`config.mk`:
```
export PLATFORM = sky130hd
export DESIGN_NAME = uart_rx_fsm
export DESIGN_NICKNAME = d
export VERILOG_FILES = /design/src/rtl/uart_rx_pkg.sv /design/src/rtl/uart_rx_fsm_edge_bit_counter.sv /design/src/rtl/uart_rx_fsm.sv
export SDC_FILE = /design/constraint.sdc
export NUM_CORES = 1
export LEC_CHECK = 0
export BUFFER_PORTS_ARGS = -buffer_cell sky130_fd_sc_hd__buf_4
export CAP_MARGIN = 10
export CORE_MARGIN = 1
export CORE_UTILIZATION = 46
export CTS_CLUSTER_SIZE = 16
export DETAILED_ROUTE_END_ITERATION = 12
export GPL_TIMING_DRIVEN = 0
export HOLD_SLACK_MARGIN = 0.08
export PLACE_DENSITY = 0.72
export SYNTH_ARGS = -nofsm -noshare
export SYNTH_HDL_FRONTEND = slang
export SYNTH_SLANG_ARGS = --single-unit
```
`constraint.sdc`:
```
create_clock -name CLK -period 4.03 [get_ports CLK]
set_clock_uncertainty 0.05 [all_clocks]
set_input_delay 0.806 -clock CLK [delete_from_list [all_inputs] [get_ports CLK]]
set_output_delay 0.806 -clock CLK [all_outputs]
set_load 0.03 [all_outputs]
```
`src/rtl/uart_rx_pkg.sv`:
```
// UART RX frame controller: shared state encoding and width helper.
// Imported by the FSM top and by the bench.
package uart_rx_pkg;

  typedef enum logic [2:0] {
    IDLE   = 3'd0,
    START  = 3'd1,
    DATA   = 3'd2,
    PARITY = 3'd3,
    STOP   = 3'd4,
    CHECK  = 3'd5
  } state_e;

  function automatic int bc_w(input int data_w);
    return $clog2(data_w + 3);
  endfunction

endpackage

```
`src/rtl/uart_rx_fsm_edge_bit_counter.sv`:
```
// Oversample edge counter and frame bit counter.
// Both counters stay cleared while enable is low.
module edge_bit_counter #(
  parameter int PRESCALE_W = 6,
  parameter int BC_W       = 4,
  parameter int BIT_MAX    = 10
) (
  input  logic                  CLK,
  input  logic                  RST,
  input  logic                  enable,
  input  logic [PRESCALE_W-1:0] Prescale,
  output logic [PRESCALE_W-1:0] edge_cnt,
  output logic [BC_W-1:0]       bit_cnt,
  output logic                  last_edge
);

  localparam logic [PRESCALE_W-1:0] E_ONE = PRESCALE_W'(1);
  localparam logic [BC_W-1:0]       B_ONE = BC_W'(1);
  localparam logic [BC_W-1:0]       B_MAX = BC_W'(BIT_MAX);

  logic [PRESCALE_W-1:0] edge_q, edge_d;
  logic [BC_W-1:0]       bit_q, bit_d;

  assign last_edge = enable && (edge_q == Prescale - E_ONE);

  always_comb begin
    edge_d = edge_q + E_ONE;
    bit_d  = bit_q;
    if (!enable) begin
      edge_d = '0;
      bit_d  = '0;
    end else if (last_edge) begin
      edge_d = '0;
      // saturate so the stop-bit wrap never exceeds the frame length
      if (bit_q != B_MAX) bit_d = bit_q + B_ONE;
    end
  end

  always_ff @(posedge CLK or negedge RST) begin
    if (!RST) begin
      edge_q <= '0;
      bit_q  <= '0;
    end else begin
      edge_q <= edge_d;
      bit_q  <= bit_d;
    end
  end

  assign edge_cnt = edge_q;
  assign bit_cnt  = bit_q;

endmodule

```
`src/rtl/uart_rx_fsm.sv`:
```
// UART RX frame controller: tracks start..stop bits and drives
// the sampler/checker enables and the data_valid strobe.
module uart_rx_fsm
  import uart_rx_pkg::*;
#(
  parameter  int PRESCALE_W = 6,
  parameter  int DATA_W     = 8,
  localparam int BC_W       = bc_w(DATA_W)
) (
  input  logic                  CLK,
  input  logic                  RST,
  input  logic                  RX_IN,
  input  logic [PRESCALE_W-1:0] Prescale,
  input  logic                  PAR_EN,
  input  logic                  strt_glitch,
  input  logic                  par_err,
  input  logic                  stp_err,
  output logic [PRESCALE_W-1:0] edge_cnt,
  output logic [BC_W-1:0]       bit_cnt,
  output logic                  dat_samp_en,
  output logic                  enable,
  output logic                  samp_done,
  output logic                  strt_chk_en,
  output logic                  deser_en,
  output logic                  par_chk_en,
  output logic                  stp_chk_en,
  output logic                  data_valid
);

  localparam logic [BC_W-1:0] LAST_DATA = BC_W'(DATA_W);

  state_e                state_q, state_d;
  logic                  last_edge;
  logic [PRESCALE_W-1:0] samp_pt;

  always_ff @(posedge CLK or negedge RST) begin
    if (!RST) state_q <= IDLE;
    else      state_q <= state_d;
  end

  edge_bit_counter #(
    .PRESCALE_W (PRESCALE_W),
    .BC_W       (BC_W),
    .BIT_MAX    (DATA_W + 2)
  ) u_cnt (
    .CLK       (CLK),
    .RST       (RST),
    .enable    (enable),
    .Prescale  (Prescale),
    .edge_cnt  (edge_cnt),
    .bit_cnt   (bit_cnt),
    .last_edge (last_edge)
  );

  // centre sample plus two cycles for the 3-sample majority vote
  assign samp_pt     = (Prescale >> 1) + PRESCALE_W'(2);
  assign samp_done   = enable && (edge_cnt == samp_pt);
  assign dat_samp_en = enable;

  always_comb begin
    state_d     = state_q;
    enable      = 1'b0;
    strt_chk_en = 1'b0;
    deser_en    = 1'b0;
    par_chk_en  = 1'b0;
    stp_chk_en  = 1'b0;
    data_valid  = 1'b0;
    unique case (state_q)
      IDLE: begin
        if (!RX_IN) state_d = START;
      end
      START: begin
        enable      = 1'b1;
        strt_chk_en = 1'b1;
        if (last_edge) state_d = strt_glitch ? IDLE : DATA;
      end
      DATA: begin
        enable   = 1'b1;
        deser_en = 1'b1;
        if (last_edge && bit_cnt == LAST_DATA)
          state_d = PAR_EN ? PARITY : STOP;
      end
      PARITY: begin
        enable     = 1'b1;
        par_chk_en = 1'b1;
        if (last_edge) state_d = STOP;
      end
      STOP: begin
        enable     = 1'b1;
        stp_chk_en = 1'b1;
        if (last_edge) state_d = CHECK;
      end
      CHECK: begin
        data_valid = !stp_err && !(PAR_EN && par_err);
        state_d    = RX_IN ? IDLE : START;
      end
      default: state_d = IDLE;
    endcase
  end

endmodule

```
# Yosys cells after proc, flatten, opt, wreduce, memory -nomap -nowiden
# Index checks and enable logic that the tools add are counted.
# totals
elab_cells	54
reg_bits	13
memories	0
rom_bits	0
ram_bits	0
latchBits	0
# classes
n_shift	0
add_sub_neg	4
bitwise	0
muxes	20
reduce_logical	11
mul	0
eq_ne	16
magnitude_cmp	0
div	0
# op_table
cell	n
3-bit 2-to-1 mux	6
3-bit one-hot mux with 6 select lines	1
6-bit == test	2
4-bit 2-to-1 mux	3
6-bit 2-to-1 mux	2
2-bit inequality test, second input constant	5
1-bit 2-to-1 mux	7
5-bit by 2-bit adder with 6-bit output, second input constant	1
6-bit by 1-bit adder with 6-bit output, second input constant	1
3-bit by 2-bit == test with 1-bit output, second input constant	2
3-bit == test, second input constant	2
6-bit by 1-bit subtractor with 6-bit output, second input constant	1
1-bit logical AND	5
5-bit AND reduction	1
4-bit by 1-bit adder with 4-bit output, second input constant	1
4-bit == test, second input constant	1
2-bit by 1-bit inequality test with 1-bit output, second input constant	2
4-bit inequality test, second input constant	1
4-bit OR reduction	1
3-bit by 1-bit == test with 1-bit output, second input constant	1
3-bit zero test	1
1-bit zero test	2
2-bit 2-to-1 mux	1
2-bit AND reduction	1

# Depth between registers and ports, before layout
# logic_depth
ltp_word	7
depth_mapped	7

# Modules after synthesis
# Synthesis repeated with hierarchy kept, for this count alone.
# hier_totals
hier_cells	120
hier_area_um2	1046.0
# modules_own_cells
module	cells_each	instances	area_each_um2
edge_bit_counter	73	1	650.6
uart_rx_fsm	47	1	395.4

# Least setup slack after synthesis
# OpenSTA, ideal clock, no wires.
# synth_timing
path_type	input -> output
from	input port par_err
to	output port data_valid
n_path_buf	0
path_slack_ps	786
stages	1
required_time_ps	3174
arrival_ps	2388
path_cell_list	a2111oi_0
# synth_via
elab_chain_len	4
# synth_rtl
element	line	text
start, declared	uart_rx_fsm.sv:16	input logic par_err,
1-bit logical AND	uart_rx_fsm.sv:94	data_valid = !stp_err && !(PAR_EN && par_err);
1-bit zero test	uart_rx_fsm.sv:94	
1-bit logical AND	uart_rx_fsm.sv:94	
1-bit 2-to-1 mux	uart_rx_fsm.sv:68	unique case (state_q)
end, declared	uart_rx_fsm.sv:27	output logic data_valid
# Every way passes these cells.

# Worst setup path in the final report
# layout_timing
from	input port Prescale[2]
to	output port samp_done
# layout_via
elab_chain_len	3
# layout_rtl
element	line	text
start, declared	uart_rx_fsm.sv:13	input logic [PRESCALE_W-1:0] Prescale,
5-bit by 2-bit adder with 6-bit output	uart_rx_fsm.sv:56	assign samp_pt = (Prescale >> 1) + PRESCALE_W'(2);
6-bit == test	uart_rx_fsm.sv:57	assign samp_done = enable && (edge_cnt == samp_pt);
1-bit logical AND	uart_rx_fsm.sv:57	
end, declared	uart_rx_fsm.sv:22	output logic samp_done,
# Every way passes these cells.

==> run summary <==
outcome: finished, final reports clean
CTS HTree Levels: 1
post-CTS sizing: 0
total die area: 2580 µm²
P per Cell Area: 552 nW/µm²
WL/cell: 13.1 µm
layout cell share with drive strength beyond 1: 26.3%
DRC Markers: 0
Top delay family on crit path: simple AND/OR/NAND/NOR gates
commonest non-fill, non-tap cell in the layout: buf_4
ant diodes: 0
Avg Cell Area, Syn: 8.92 µm²
Hold Crit Class: input pin to asynchronous set/reset pin
Design Area, Final: 1380 µm²
Post-Synth Simple-Gate Area: 21.4%
RSZ-0062 raised after global routing: no
final period demand of the worst path: 3130 ps
Site Rows: 17
number of antenna violations at the first check in global routing: 0
required time worst endpoint: 3170 ps
LEAKAGE: 0.691 nW
compound-cell area share of the yosys netlist: 14.1%
Core ar.: 2230 µm²
CTS root buf: clkbuf_4
input/output buffers: 29
maximum root-to-sink buffer count: 2
Peak Freq: 319 MHz
max-slew violations: 0
area grow syn2layout: 25.4%
grt total ovfl: 0
Post-Synth Adder-Cell Area: 10.0%
vias in the first global route: 955
Seq cells post-synth: 13
post-synthesis mux area share: 3.19%
Syn Nets: 144
CTS Sinks: 13
dpl cells: 180
worst slew pin tran: 452 ps
vias after detailed routing: 984
Final HPWL DP: 1910 µm
hold buffers post-CTS: 0
crit path cell chain: buf_4 -> inv_1 -> ha_1 -> xor2_1 -> nor4_1 -> o2111a_1 -> buf_4
commonest cells after routing, fill and taps aside: 30 x buf_4, 13 x xnor2_1, 13 x dfrtp_1
Slew HR: 69.6%
Final Cycle Share: 77.7%
postcts setup bufs: 0
CTS tree: built
largest net degree at the start of global routing: 14
Max Cap Viol: 0
main combinational cell family by area after synthesis: simple AND/OR/NAND/NOR gates
CP dominant cell by count: buf_4
die width: 50.8 µm
CP arrival: 2280 ps
post-synth cell types: 39
synth warn: 0
router iterations before antenna repair: 4
DR iter-0 viols: 14
Post-Synthesis Cells: 123
final hold viol count: 0
final setup vio count: 0
clk_lat worst skew: 280 ps
Peak VDD IR: 349 µV
post-route setup TNS: 0 ps
CP startpoint kind: input pin
Max stage delay on crit path: 400 ps
FILL cells: 216
CP Buf/Inv Count: 3
Synth Area in XOR/XNOR: 16.0%
kind of critical path: input pin to output pin
final WL: 2410 µm
Overall Global Routing Usage: 21.3%
Die Ht: 50.8 µm
register area share after synthesis: 29.6%
non-filler cells, final: 184
cell area after synthesis: 1100 µm²
Vias/cell: 5.35
Hold WS: 307 ps
clock buffer count from CTS: 3
critical path's slowest cell: nor4_1
critical path fanouts, max: 6
IO Pins: 31
Initial Utilization: 49.1%
GPL Wtd Cong: 0.804
Final Net Count: 178
Clock transition at path regs: 90 ps
Critical Path Sink Type: output pin
placed cell area: 1350 µm²
first-pass GRT wire length: 4080 µm
Antenna Nets Post-Route: 0
layout make-up:
type	count	area, µm²	area share, %
clock buffers	4	26.3	1.91
repair buffers	29	218	15.8
plain buffers	5	23.8	1.73
inverters	10	37.5	2.73
flip-flops and latches	13	325	23.6
multi-input cells	95	711	51.6
well taps	28	35.0	2.55
sequential cells by signal, indices dropped and copies added, names as in the netlist:
signal,flops
state_q,3
u_cnt.bit_cnt,4
u_cnt.edge_cnt,6
worst paths after layout:
path	slack, ps	endpoint	startpoint	cells past startpoint
setup / recovery	900	samp_done	Prescale[2]	7
hold / removal	310	state_q[1]	RST	1
setup reg to reg	1790	state_q[0]	u_cnt.edge_cnt[5]	5
hold reg to reg	530	u_cnt.edge_cnt[0]	u_cnt.edge_cnt[0]	1
max in group asynchronous	3450	u_cnt.edge_cnt[0]	RST	1
min in group CLK	530	u_cnt.edge_cnt[0]	u_cnt.edge_cnt[0]	1
worst register-to-register path, delay by kind of cell, from the launching register on:
family / cells / cell delay, ps
multiplexers: 1 / 340
flip-flops: 1 / 450
AO/OA/AOI/OAI: 1 / 420
XOR/XNOR: 1 / 170
AND/OR/NAND/NOR: 2 / 700
through the flow:
step	utilization [%]	worst slack [ps]	total power [W]
after global routing	61.6	863	0.000818
after detailed placement	60.4	949	0.000682
final	61.6	897	0.000759
after global placement	60.4	988	0.000667
after floorplan	-	786	0.000539
after CTS	61.6	945	0.000766
kinds of logic after synthesis:
logic type                 Yosys count
xor gates and xnor gates            20
DFF                                 13
buffers and inverters               15
and+or+nand+nor                     44
AOI/OAI and AO/OA                   19
adders and majority gates            9
muxes                                3
per-layer routing:
layer / share of wire, % / up-vias / global-route usage (%) / routed length (µm)
met5: 0 / - / 0 / 0
met4: 0.91 / 0 / 5.56 / 22
met3: 4.8 / 4 / 3.57 / 115
met2: 53 / 31 / 40.9 / 1270
met1: 41 / 458 / 23.9 / 997
li1: - / 491 / - / -
cells in the mapped netlist, drive strengths merged:
cell type	number	area, µm²
dfrtp	13	325
xnor2	13	114
nor2	12	45.0
inv	10	37.5
ha	8	100
nand3	7	35.0
xor2	7	61.3
nand2	6	22.5
nand2b	4	25.0
a21oi	3	15.0
a41o	3	30.0
clkbuf	3	11.3
nor3	3	15.0
a31oi	2	12.5
and2	2	15.0
and3	2	12.5
buf	2	12.5
mux2i	2	20.0
nand3b	2	15.0
o21ai	2	10.0
o31ai	2	28.8
a2111oi	1	8.76
a21boi	1	7.51
a31o	1	8.76
a41oi	1	8.76
and3b	1	8.76
maj3	1	10.0
mux2	1	15.0
nand4	1	6.26
nor4	1	6.26
o2111a	1	11.3
o21a	1	7.51
o22ai	1	6.26
or2	1	6.26
or3	1	11.3
or4	1	11.3
where the power goes:
group	total [W]	switching (W)	internal [W]
combinational	0.000471	0.000278	0.000193
clock	0.0000837	0.0000453	0.0000384
sequential	0.000204	0.0000433	0.000161
total	0.000759	0.000367	0.000393
Power figures use the tool's default switching activity.
